[config.mk]
export PLATFORM = sky130hd
export DESIGN_NAME = seq_gen_ctrl
export DESIGN_NICKNAME = d
export VERILOG_FILES = /design/src/rtl/seq_gen_ctrl.sv
export SDC_FILE = /design/constraint.sdc
export NUM_CORES = 1
export LEC_CHECK = 0
export ABC_AREA = 1
export CAP_MARGIN = 5
export CORE_MARGIN = 4
export CORE_UTILIZATION = 32
export DETAILED_ROUTE_END_ITERATION = 16
export GPL_TIMING_DRIVEN = 1
export HOLD_SLACK_MARGIN = 0.12
export SYNTH_ARGS = -nofsm -noshare
export SYNTH_HDL_FRONTEND = slang
export SYNTH_SLANG_ARGS = --single-unit
export TNS_END_PERCENT = 20
[constraint.sdc]
create_clock -name clk -period 1.9 [get_ports clk]
set_input_delay 0.38 -clock clk [delete_from_list [all_inputs] [get_ports clk]]
set_output_delay 0.38 -clock clk [all_outputs]
set_load 0.05 [all_outputs]
[src/rtl/seq_gen_ctrl.sv]
// Run controller for the indirect-logic sequence generators: latches a pattern
// and run length on start, then emits one pattern bit per clock until done/stop.
module seq_gen_ctrl #(
    parameter int LEN_W = 8
) (
    input  logic             clk,
    input  logic             rst,
    input  logic             start,
    input  logic             stop,
    input  logic             pause,
    input  logic [1:0]       mode,
    input  logic [LEN_W-1:0] len,
    output logic             f,
    output logic             f_vld,
    output logic [2:0]       q,
    output logic [LEN_W-1:0] cnt,
    output logic             busy,
    output logic             done,
    output logic             abort
);

    typedef enum logic [1:0] {
        IDLE  = 2'd0,
        RUN   = 2'd1,
        PAUSE = 2'd2,
        DONE  = 2'd3
    } state_t;

    state_t           state_q;
    logic [1:0]       mode_q;
    logic [LEN_W-1:0] len_q;
    logic [2:0]       q_q;
    logic [LEN_W-1:0] cnt_q;
    logic             f_q;
    logic             f_vld_q;
    logic             busy_q;
    logic             done_q;
    logic             abort_q;

    logic [2:0]       q_d;
    logic [LEN_W-1:0] cnt_d;
    logic             f_d;

    // Bit i of the returned table is the pattern bit for state index i.
    function automatic logic pat_bit(input logic [1:0] m, input logic [2:0] idx);
        logic [7:0] bits;
        case (m)
            2'd0:    bits = 8'b0000_1101;
            2'd1:    bits = 8'b0000_1011;
            2'd2:    bits = 8'b0000_0001;
            default: bits = 8'b0010_0111;
        endcase
        return bits[idx];
    endfunction

    function automatic logic [2:0] pat_last(input logic [1:0] m);
        case (m)
            2'd0:    return 3'd4;
            2'd1:    return 3'd5;
            2'd2:    return 3'd3;
            default: return 3'd6;
        endcase
    endfunction

    // Next emitted bit when the run advances; wraps at the same edge.
    always_comb begin
        q_d   = (q_q == pat_last(mode_q)) ? 3'd0 : q_q + 3'd1;
        cnt_d = cnt_q + 1'b1;
        f_d   = pat_bit(mode_q, q_d);
    end

    always_ff @(posedge clk) begin
        if (!rst) begin
            state_q <= IDLE;
            mode_q  <= 2'd0;
            len_q   <= '0;
            q_q     <= 3'd0;
            cnt_q   <= '0;
            f_q     <= 1'b0;
            f_vld_q <= 1'b0;
            busy_q  <= 1'b0;
            done_q  <= 1'b0;
            abort_q <= 1'b0;
        end else begin
            done_q  <= 1'b0;
            abort_q <= 1'b0;
            case (state_q)
                IDLE: begin
                    f_vld_q <= 1'b0;
                    if (start && !stop) begin
                        state_q <= RUN;
                        mode_q  <= mode;
                        len_q   <= len;
                        q_q     <= 3'd0;
                        cnt_q   <= LEN_W'(1);
                        f_q     <= pat_bit(mode, 3'd0);
                        f_vld_q <= 1'b1;
                        busy_q  <= 1'b1;
                    end
                end
                RUN: begin
                    if (stop) begin
                        state_q <= IDLE;
                        abort_q <= 1'b1;
                        busy_q  <= 1'b0;
                        f_vld_q <= 1'b0;
                    end else if ((len_q != '0) && (cnt_q == len_q)) begin
                        state_q <= DONE;
                        done_q  <= 1'b1;
                        f_vld_q <= 1'b0;
                    end else if (pause) begin
                        state_q <= PAUSE;
                        f_vld_q <= 1'b0;
                    end else begin
                        q_q     <= q_d;
                        cnt_q   <= cnt_d;
                        f_q     <= f_d;
                        f_vld_q <= 1'b1;
                    end
                end
                PAUSE: begin
                    if (stop) begin
                        state_q <= IDLE;
                        abort_q <= 1'b1;
                        busy_q  <= 1'b0;
                        f_vld_q <= 1'b0;
                    end else if (!pause) begin
                        state_q <= RUN;
                        q_q     <= q_d;
                        cnt_q   <= cnt_d;
                        f_q     <= f_d;
                        f_vld_q <= 1'b1;
                    end
                end
                default: begin
                    state_q <= IDLE;
                    busy_q  <= 1'b0;
                    f_vld_q <= 1'b0;
                end
            endcase
        end
    end

    assign f     = f_q;
    assign f_vld = f_vld_q;
    assign q     = q_q;
    assign cnt   = cnt_q;
    assign busy  = busy_q;
    assign done  = done_q;
    assign abort = abort_q;

endmodule
==> results.yml, run 1 <==
timing:
  finClkSkew_ps: 3.23
  report.final.slew_viol_count: 0
  tightest_slew_ps: 498
  max_freq_mhz: 564
  finalSetupTns_ps: 0
  setup_slack_ps: 128
  hold_viol: 0
  rsz0062_at_grt: "false"
  setup_viol: 0
  slew_headroom: 0.667
  hold_ws_ps: 475
  min_period_ps: 1770
  fin_crit_sh: 0.933
clock_tree:
  cts.clk_slew.worst_paths_ps: 90
  clock-sinks: 28
  cts_hold_buf: 0
  clock_path_buffers: 2
  clk_latency_ps: 270
  cts_buffers: 3
  h-tree-depth: 1
  cts_root_buffer: "clkbuf_8"
  cts_tree: "built"
placed_design:
  dpl_cell_area_um2: 2130
  dp_slack_ps: 32.1
  gp_congestion: 0.834
  port_buffers: 30
  dp_hpwl_um: 3180
  dp_cells: 351
pwr:
  internal-power_mw: 1.01
  p_sw_uw: 622
  peakVddDrop_mv: 0.336
  p_comb_frac: 0.384
  seq_power_share: 0.419
  finalPower_mw: 1.63
  p_leak_nw: 0.936
  swShare: 0.382
  power_density_nw_per_um2: 744
  p_clk_frac: 0.197
yosys:
  synth.ff_latch_count: 28
  ys_seq_area_frac: 0.324
  syn_avg_cell_area_um2: 7.01
  synth_top_area_frac: 0.324
  synth_area_um2: 1730
  ys_types: 27
  synthTopCellsByArea: "dfxtp_1, nand2_1, ha_1"
  syn_nets: 272
  synth_warnings: 0
  yosys.area.top_type: "dfxtp_1"
  synthCells: 247
route:
  wl_per_cell_um: 11.5
  wl_met3_um: 149
  dr_total_vias: 1638
  firstDrtPassIters: 4
  wl_um: 4060
  routed.top_layer: "met4"
  wl_met1_um: 1960
  ant_nets: 0
  viasPerCell: 4.63
  dr_wl_met2_um: 1900
  post-route-drc-count: 0
  drt_iter0_drc: 56
die:
  coreArea_um2: 5170
  die_height_um: 81.6
  pin_count: 31
  die_area_um2: 6650
  start_util: 0.335
  die_w_um: 81.6
  rows: 26
cells_and_area:
  area_growth_syn_to_layout_pct: 26.6
  antenna_cells: 0
  fin_nets: 311
  fin_area_um2: 2190
  mostFrequentLayoutCell: "nand2_1"
  utilization: 0.424
  final_cells: 354
  drive_above_1_share: 0.201
  layout_common_cells: "nand2_1, nor2_1, inv_1"
  fill_cells: 556
hold_path:
  hold_path.startpoint: "len_q[7]"
  min_path_type: "register to register"
worst_setup_path:
  worst-setup-path-type: "register to register"
  worstPathRequired_ps: 2110
  cp-start-kind: "register"
  arrival_ps: 1980
  cp_max_fo: 6
  critPathLaunch: "state_q[1]"
  endpoint_kind: "register"
  r2r_start: "state_q[1]"
grt:
  grt_pass1_wl_um: 6910
  overflow: 0
  antenna_found_initial: 0
  grt_pass1_vias: 1577
  grt_usage: 0.133
  grt_max_degree: 22
run_status:
  outcome: "completed"
run:
  drv_cap: 0
synth_stat cells (all sizes together):
master	number
clkbuf	5
or2	1
nand2	60
nor2	32
o221a	1
a221oi	1
dfxtp	28
nand3b	1
nor3	2
buf	1
o21ai	17
nand3	21
a21oi	21
xor2	5
xnor2	4
ha	10
nor3b	1
nand4	3
inv	32
clkinv	1
cells by family (layout without fill, tap and decap cells):
| logic type | after synthesis | count (layout) | synth area share |
|---|---|---|---|
| AND/OR/NAND/NOR | 121 | 121 | 0.318 |
| AO/OA/AOI/OAI | 40 | 40 | 0.147 |
| adder cells (fa/ha/maj) | 10 | 10 | 0.0723 |
| XOR/XNOR | 9 | 9 | 0.0455 |
| flip-flops | 28 | 28 | 0.324 |
| buffers and inverters | 39 | 76 | 0.0939 |
power groups by stage:
stage | Combinational, mW | Clock, mW | Sequential [mW]
after floorplan | 0.398 | 0 | 0.763
after global placement | 0.618 | 0 | 0.698
after detailed placement | 0.621 | 0 | 0.697
after CTS | 0.623 | 0.333 | 0.684
after global routing | 0.702 | 0.357 | 0.691
final | 0.626 | 0.321 | 0.684
worst paths after layout:
path	end	slack, ps	cells past startpoint
worst min-delay path	len_q[7]	480	2
worst max-delay path	cnt[7]	130	6
worst max register to register	cnt[7]	130	6
worst min register to register	len_q[7]	480	2
registers in the layout (all words and copies together) (netlist names):
name     cells
len_q        8
mode_q       2
done         1
q            3
busy         1
f_vld        1
f            1
cnt          8
state_q      2
abort        1
layer usage:
layer / global-route usage / vias to the layer above
met2: 0.229 / 22
met3: 0.0241 / 4
li1: - / 861
met1: 0.172 / 751
met5: 0 / -
met4: 0.0304 / 0
worst max-delay path, stage by stage, from the launching register on:
cell      delay, ps
dfxtp_1         400
inv_1            80
ha_1            360
a221oi_4        420
buf_4           210
nand3_1         100
a21oi_2         130
final cells by class:
class	instances	area, µm²	area share
clock buffer	3	41.3	0.0188
multi-input combinational	180	1020	0.467
timing repair buffer	40	353	0.161
sequential	28	563	0.257
inverter	33	124	0.0565
tap	70	87.6	0.0400
timing repair:
item                                    CTS  global route
buffers inserted                          0             0
gates resized for setup                   0             5
endpoints found under the setup margin    0             1
Power figures use the tool's default switching activity.
==> run 2: changes to the inputs <==
SETUP_SLACK_MARGIN = 0.3   (was not set)
==> run 2 against run 1 <==
  * Global-route usage down 0.38 points
  * Critical endpoint is now q[0]
  * Critical path depth unchanged
  * Clock power up 17%
  * Power up 8.2%
  * Register-to-register slack better by 90 ps
  * Worst setup slack better by 92 ps
  * First-iteration DRC count up 54%
  * Cell area up 5.1%
  * Combinational power up 13%
  * Sequential power about the same
  * Sequential cell count unchanged
==> results.yml, run 2 (synthesis results as in run 1) <==
placed_design:
  gp_congestion: 0.839
  dp_hpwl_um: 3090
  port_buffers: 30
  dp_cells: 347
worst_setup_path:
  endpoint_kind: "register"
  worstPathRequired_ps: 2050
  cp_max_fo: 6
  cp_slowest_stage_delay_ps: 470
  r2r_start: "state_q[1]"
  slowest_stage: "a221oi_4"
  r2r_cells: 6
  crit_family: "compound AO/OA/AOI/OAI gates"
  crit_top_cell: "nand2_2"
  worstPathCellList: "inv_4 -> ha_4 -> a221oi_4 -> nand2_2 -> nand2_2 -> a21oi_2"
  crit_buf_inv: 1
  cp-start-kind: "register"
  timing.rr.end: "q[0]"
  r2r_setup_slack_ps: 220
  worst-setup-path-type: "register to register"
  arrival_ps: 1830
clock_tree:
  cts_tree: "built"
  cts.clk_slew.worst_paths_ps: 100
  clk_latency_ps: 270
  cts_buffers: 3
  cts_root_buffer: "clkbuf_8"
  h-tree-depth: 1
  clock_path_buffers: 2
  clock-sinks: 28
cells_and_area:
  area_growth_syn_to_layout_pct: 33.1
  drive_above_1_share: 0.300
  final_cells: 357
  antenna_cells: 0
  fin_nets: 313
  mostFrequentLayoutCell: "nand2_1"
  layout_common_cells: "nand2_1, nor2_1, inv_1"
grt:
  grt_pass1_vias: 1563
  antenna_found_initial: 0
  overflow: 0
  grt_pass1_wl_um: 6830
  grt_max_degree: 22
  grt_usage: 0.129
die:
  pin_count: 31
  rows: 26
  die_height_um: 81.6
  coreArea_um2: 5170
  start_util: 0.335
  die_area_um2: 6650
  die_w_um: 81.6
timing:
  hold_viol: 0
  hold_ws_ps: 448
  finClkSkew_ps: 3.21
  finalSetupTns_ps: 0
  max_freq_mhz: 595
  setup_viol: 0
  tightest_slew_ps: 507
  fin_crit_sh: 0.884
  slew_headroom: 0.661
  report.final.slew_viol_count: 0
  rsz0062_at_grt: "true"
  min_period_ps: 1680
route:
  firstDrtPassIters: 4
  wl_um: 4120
  dr_total_vias: 1647
  post-route-drc-count: 0
  viasPerCell: 4.61
  ant_nets: 0
  drt_iter0_drc: 86
  wl_per_cell_um: 11.6
run:
  drv_cap: 0
pwr:
  power_density_nw_per_um2: 766
  peakVddDrop_mv: 0.294
  internal-power_mw: 1.10
  p_clk_frac: 0.212
  seq_power_share: 0.389
  p_comb_frac: 0.399
  p_leak_nw: 1.01
  swShare: 0.376
  finalPower_mw: 1.76
  p_sw_uw: 664
hold_path:
  hold_path.startpoint: "stop"
  hold_depth: 3
  min_path_type: "primary input to register"
  min_to: "abort"
run_status:
  outcome: "completed"
-- run 2: worst max path at each step --
stage	start	to	slack, ps	depth (start not counted)
final	state_q[1]	q[0]	220	6
after global routing	mode_q[1]	f	120	13
after CTS	abort	abort	120	1
after detailed placement	stop	cnt[4]	-3	7
after global placement	stop	cnt[7]	40	7
after floorplan	mode_q[1]	f	300	14
-- run 2: metal layers --
layer,track usage,share of wire,vias to the layer above
li1,-,-,867
met1,0.162,0.48,751
met2,0.226,0.47,22
met3,0.0219,0.037,7
met4,0.0372,0.015,0
met5,0,0,-
-- run 2: through the flow --
stage | setup WS, ps | utilization | cell area [µm²]
2_1_floorplan | 302 | - | 1760
3_3_place_gp | 44.9 | 0.412 | 2130
3_5_place_dp | -2.85 | 0.412 | 2130
4_1_cts | 122 | 0.437 | 2260
5_1_grt | 116 | 0.446 | 2300
6_report | 220 | 0.446 | 2300
-- run 2: layout make-up --
cell class                 count  area [µm²]
fill                         533        2870
clock buffer                   4        55.1
inverter                      33         130
multi-input combinational    181        1070
tap                           70        87.6
sequential                    28         582
timing repair buffer          41         377
-- run 2: tightest hold or removal path, stage by stage --
cell            delay (ps)
dlymetal6s2s_1         140
inv_2                  110
nor3_1                  60
-- run 2: repair_timing --
item	CTS	global route
gates resized for setup	14	12
cloned	0	1
hold buffers	0	0
buffers inserted	4	1
pin swaps	9	4
endpoints found under the setup margin	12	16
-- run 2: power by group through the flow --
| stage | combinational [mW] | clock [mW] | sequential (mW) |
|---|---|---|---|
| floorplan | 0.414 | 0 | 0.767 |
| global placement | 0.636 | 0 | 0.699 |
| detailed placement | 0.639 | 0 | 0.699 |
| CTS | 0.674 | 0.377 | 0.687 |
| global route | 0.780 | 0.407 | 0.693 |
| finish | 0.705 | 0.374 | 0.686 |
==> run 3: changes to the inputs <==
CORE_ASPECT_RATIO = 1.1   (was not set)
RECOVER_POWER = 50   (was not set)
==> run 3 against run 2 <==
  * Power is 3.3% lower
  * Clock-buffer cell count stayed put
  * Cell area is 6.5% lower
  * Worst hold slack gained 36 ps
  * Final cell count fell by 0.84%
  * Critical path depth grew 3
  * Highest routed layer unchanged
  * Combinational power is 8.1% lower
  * Die area about the same
==> results.yml, run 3 (synthesis results as in run 1) <==
cells_and_area:
  antenna_cells: 0
  mostFrequentLayoutCell: "nand2_1"
  area_growth_syn_to_layout_pct: 24.5
  fin_nets: 308
  layout_common_cells: "nand2_1, nor2_1, inv_1"
  fin_area_um2: 2160
  final_cells: 354
  drive_above_1_share: 0.206
  utilization: 0.420
worst_setup_path:
  cp-start-kind: "primary input"
  arrival_ps: 1920
  worstPathRequired_ps: 2120
  cp_max_fo: 12
  endpoint_kind: "register"
  worst-setup-path-type: "primary input to register"
clock_tree:
  cts_buffers: 3
  h-tree-depth: 1
  cts_hold_buf: 0
  cts.clk_slew.worst_paths_ps: 90
  clk_latency_ps: 280
  cts_tree: "built"
  cts_root_buffer: "clkbuf_8"
  clock_path_buffers: 2
  clock-sinks: 28
grt:
  grt_usage: 0.125
  grt_pass1_vias: 1489
  antenna_found_initial: 0
  grt_max_degree: 22
  grt_pass1_wl_um: 6870
  overflow: 0
route:
  wl_per_cell_um: 11.2
  post-route-drc-count: 0
  routed.top_layer: "met4"
  wl_met1_um: 1770
  dr_total_vias: 1651
  ant_nets: 0
  dr_wl_met2_um: 1930
  firstDrtPassIters: 5
  wl_met3_um: 167
  viasPerCell: 4.66
  wl_um: 3950
  drt_iter0_drc: 85
timing:
  slew_headroom: 0.599
  setup_viol: 0
  setup_slack_ps: 202
  max_freq_mhz: 589
  tightest_slew_ps: 604
  fin_crit_sh: 0.893
  min_period_ps: 1700
  hold_viol: 0
  rsz0062_at_grt: "true"
  hold_ws_ps: 483
  report.final.slew_viol_count: 0
  finalSetupTns_ps: 0
  finClkSkew_ps: 8.79
die:
  die_w_um: 78.1
  pin_count: 31
  die_area_um2: 6650
  die_height_um: 85.2
  start_util: 0.337
  rows: 27
  coreArea_um2: 5130
placed_design:
  dp_hpwl_um: 3080
  dpl_cell_area_um2: 2130
  dp_cells: 349
  port_buffers: 30
  gp_congestion: 0.841
  dp_slack_ps: 39.4
pwr:
  p_sw_uw: 645
  swShare: 0.378
  power_density_nw_per_um2: 792
  internal-power_mw: 1.06
  peakVddDrop_mv: 0.353
  seq_power_share: 0.401
  p_comb_frac: 0.380
  finalPower_mw: 1.71
  p_leak_nw: 0.875
  p_clk_frac: 0.220
run_status:
  outcome: "completed"
hold_path:
  min_path_type: "register to register"
run:
  drv_cap: 0
run 3: cell count changes in the layout (fill, tap and decap cells not counted), moves of 2 or more:
cell,before,now
buf_4,21,6
clkbuf_1,0,15
inv_1,25,29
ha_1,7,9
dlymetal6s2s_1,3,0
buf_6,2,0
inv_2,6,3
run 3: layout make-up:
class / instances / area, µm²
Tap cell: 72 / 90.1
Timing Repair Buffer: 37 / 255
Inverter: 33 / 124
Multi-Input combinational cell: 180 / 1050
Sequential cell: 28 / 582
Clock buffer: 4 / 55.1
Fill cell: 573 / 2980
run 3: repair_timing:
action / CTS / global route
pin swaps: 0 / 2
cloned: 0 / 0
buffers inserted: 0 / 1
endpoints found under the setup margin: 11 / 16
resized for setup: 3 / 9
run 3: power groups by stage:
stage	registers (mW)	logic, mW	clock network (mW)
4_1_cts	0.686	0.649	0.399
3_3_place_gp	0.698	0.642	0
6_report	0.684	0.648	0.375
3_5_place_dp	0.699	0.644	0
5_1_grt	0.695	0.717	0.415
2_1_floorplan	0.767	0.414	0
run 3: worst max-delay path, cell delays in order:
cell	delay, ps
dlygate4sd3_1	550
inv_1	100
nand2_2	90
a221oi_4	300
buf_4	200
nand2_8	90
nand2_1	70
nand2_1	40
nor2_1	90
run 3: final timing paths:
| check | startpoint | to | slack (ps) | cells past startpoint |
|---|---|---|---|---|
| setup reg to reg | mode_q[1] | f | 250 | 13 |
| hold reg to reg | len_q[2] | len_q[2] | 480 | 2 |
| setup / recovery | stop | f | 200 | 9 |
| hold / removal | len_q[2] | len_q[2] | 480 | 2 |
run 3: layer usage:
| metal | vias up | GRT usage |
|---|---|---|
| li1 | 860 | - |
| met1 | 744 | 0.160 |
| met2 | 37 | 0.216 |
| met3 | 10 | 0.0255 |
| met4 | 0 | 0.0270 |
| met5 | - | 0 |
==> RTL edit: new RTL, config.mk and constraints of run 1 <==
Change the parameter `LEN_W` from 8 to 16.
--- a/src/rtl/seq_gen_ctrl.sv
+++ b/src/rtl/seq_gen_ctrl.sv
@@ -1,7 +1,7 @@
 // Run controller for the indirect-logic sequence generators: latches a pattern
 // and run length on start, then emits one pattern bit per clock until done/stop.
 module seq_gen_ctrl #(
-    parameter int LEN_W = 8
+    parameter int LEN_W = 16
 ) (
     input  logic             clk,
     input  logic             rst,
Ports: changed (resized cnt and len); port bits go from 31 to 47. The function was not compared with the original's and may differ.
==> RTL edit against run 1 <==
Synthesized cell count rose by 86%. First-iteration DRC count rose to 2.6 times the old value. Largest cell class unchanged. Cell count is 78% higher. Cell area is 69% higher. Sequential cell count grew 16. Combinational power is 85% higher. Sequential share of layout area down 1.7 points. Global-route usage increased by 2.4 points. Hold slack lost 0.0079 ns. Synthesized area grew 67%. Wire length is 110% higher. Power grew 78%. Worst setup slack worse by 0.023 ns.
==> RTL edit: results (changes against run 1) <==
----------------------------------------------------
[Layout]
  Number of nets in the finished design ... 555 (+78%)
  Proportion of layout cells with a drive suffix above 1 ... 0.144 (-0.0570)
  Count of non-filler cells in the finished layout ... 630 (+78%)
  Area added between synthesis and finish ... 28.1%
  Fillers ... 915 (+65%)

[Setup path]
  Critical path data arrival time ... 1.42 ns (-0.56 ns)
  Max incr delay on CP ... 0.79 ns (+0.37 ns)
  Worst-path cell with the longest stage delay ... sky130_fd_sc_hd__clkdlybuf4s50_1
  Top fanout value on the critical path ... 1 (-5)

[Place]
  Placed standard-cell area ... 3530 um2 (+66%)
  Worst setup timing slack at the placement stage ... -0.0391 ns (-0.0712 ns)
  Placed wire-length estimate after detailed placement ... 6270 um (+98%)
  Number of placed instances, taps included ... 619 (+76%)
  Quantity of I/O buffers inserted on ports ... 46 (+53%)

[Routing]
  Detailed-route via count ... 3045 (+86%)
  Violation count after the first detailed-route iteration ... 143 (+160%)

[Min path]
  Startpoint of the tightest hold check path ... f_vld$_SDFFE_PN0P_

[Clock tree]
  Cts bufs inserted ... 5 (+2)
  H-tree depth reported by CTS ... 2 (+1)
  Insertion delay of the later-clocked pin in the worst-skew pair ... 0.31 ns (+0.04 ns)

[Run status]
  Run status ... finished, final reports clean

[Global route]
  Pin count of the biggest net entering global routing ... 37 (+68%)
  Global router's overall resource usage ... 0.157 (+0.0242)
  Wire length of the first global-routing pass ... 13300 um (+92%)
  Via count of the first global-routing pass ... 2796 (+77%)

[Power]
  Worst ir drop on vdd ... 0.000435 V (+30%)
  Leak Pwr ... 1.60 nW (+71%)

[Logic synthesis]
  Number of distinct library cell variants in the gate-level netlist after synthesis ... 29 (+7.4%)
  Largest cells by area after synthesis ... sky130_fd_sc_hd__dfxtp_1, sky130_fd_sc_hd__nand2_1, sky130_fd_sc_hd__nor2_1
  Post-synthesis net count ... 493 (+81%)

[STA]
  Skew final ... 0.0101 ns (+0.00683 ns)

----------------------------------------------------
## RTL edit: layout make-up
class / instances / area share
multi-input cells: 343 / 0.476
flip-flops and latches: 44 / 0.240
repair buffers: 70 / 0.164
inverters: 57 / 0.0578
well taps: 108 / 0.0365
clock buffers: 7 / 0.0233
clock inverters: 1 / 0.00203
## RTL edit: path summary, 6_finish.rpt
check | end | slack (ns) | cells after the start
setup / recovery | abort | 0.10 | 1
hold reg to reg | f_vld$_SDFFE_PN0P_ | 0.47 | 2
setup reg to reg | cnt[8]$_SDFFE_PN0P_ | 0.13 | 9
hold / removal | f_vld$_SDFFE_PN0P_ | 0.47 | 2
## RTL edit: power by group through the flow
stage	Clock (mW)	Combinational, mW	Sequential (mW)
6_report	0.635	1.16	1.11
4_1_cts	0.647	1.10	1.11
3_5_place_dp	0	1.09	1.13
2_1_floorplan	0	0.673	1.24
5_1_grt	0.683	1.29	1.13
3_3_place_gp	0	1.08	1.13
## RTL edit: routing by layer
metal  vias to the layer above  share of wire  GRT usage
li1                       1584              -          -
met1                      1348           0.44      0.203
met2                        99           0.45      0.258
met3                        14          0.084     0.0311
met4                         0          0.028     0.0618
met5                         -              0          0
## RTL edit: kinds of logic after synthesis
kind of cell    synth area share
buf+inv                    0.103
xor+xnor                  0.0576
compound gates             0.117
flops                      0.305
fa+ha+maj                 0.0476
simple gates               0.370
## RTL edit: what timing repair did
action,CTS,global route
hold buffers,0,0
setup endpoints to repair,0,24
resized for setup,0,14
setup buffers,0,1
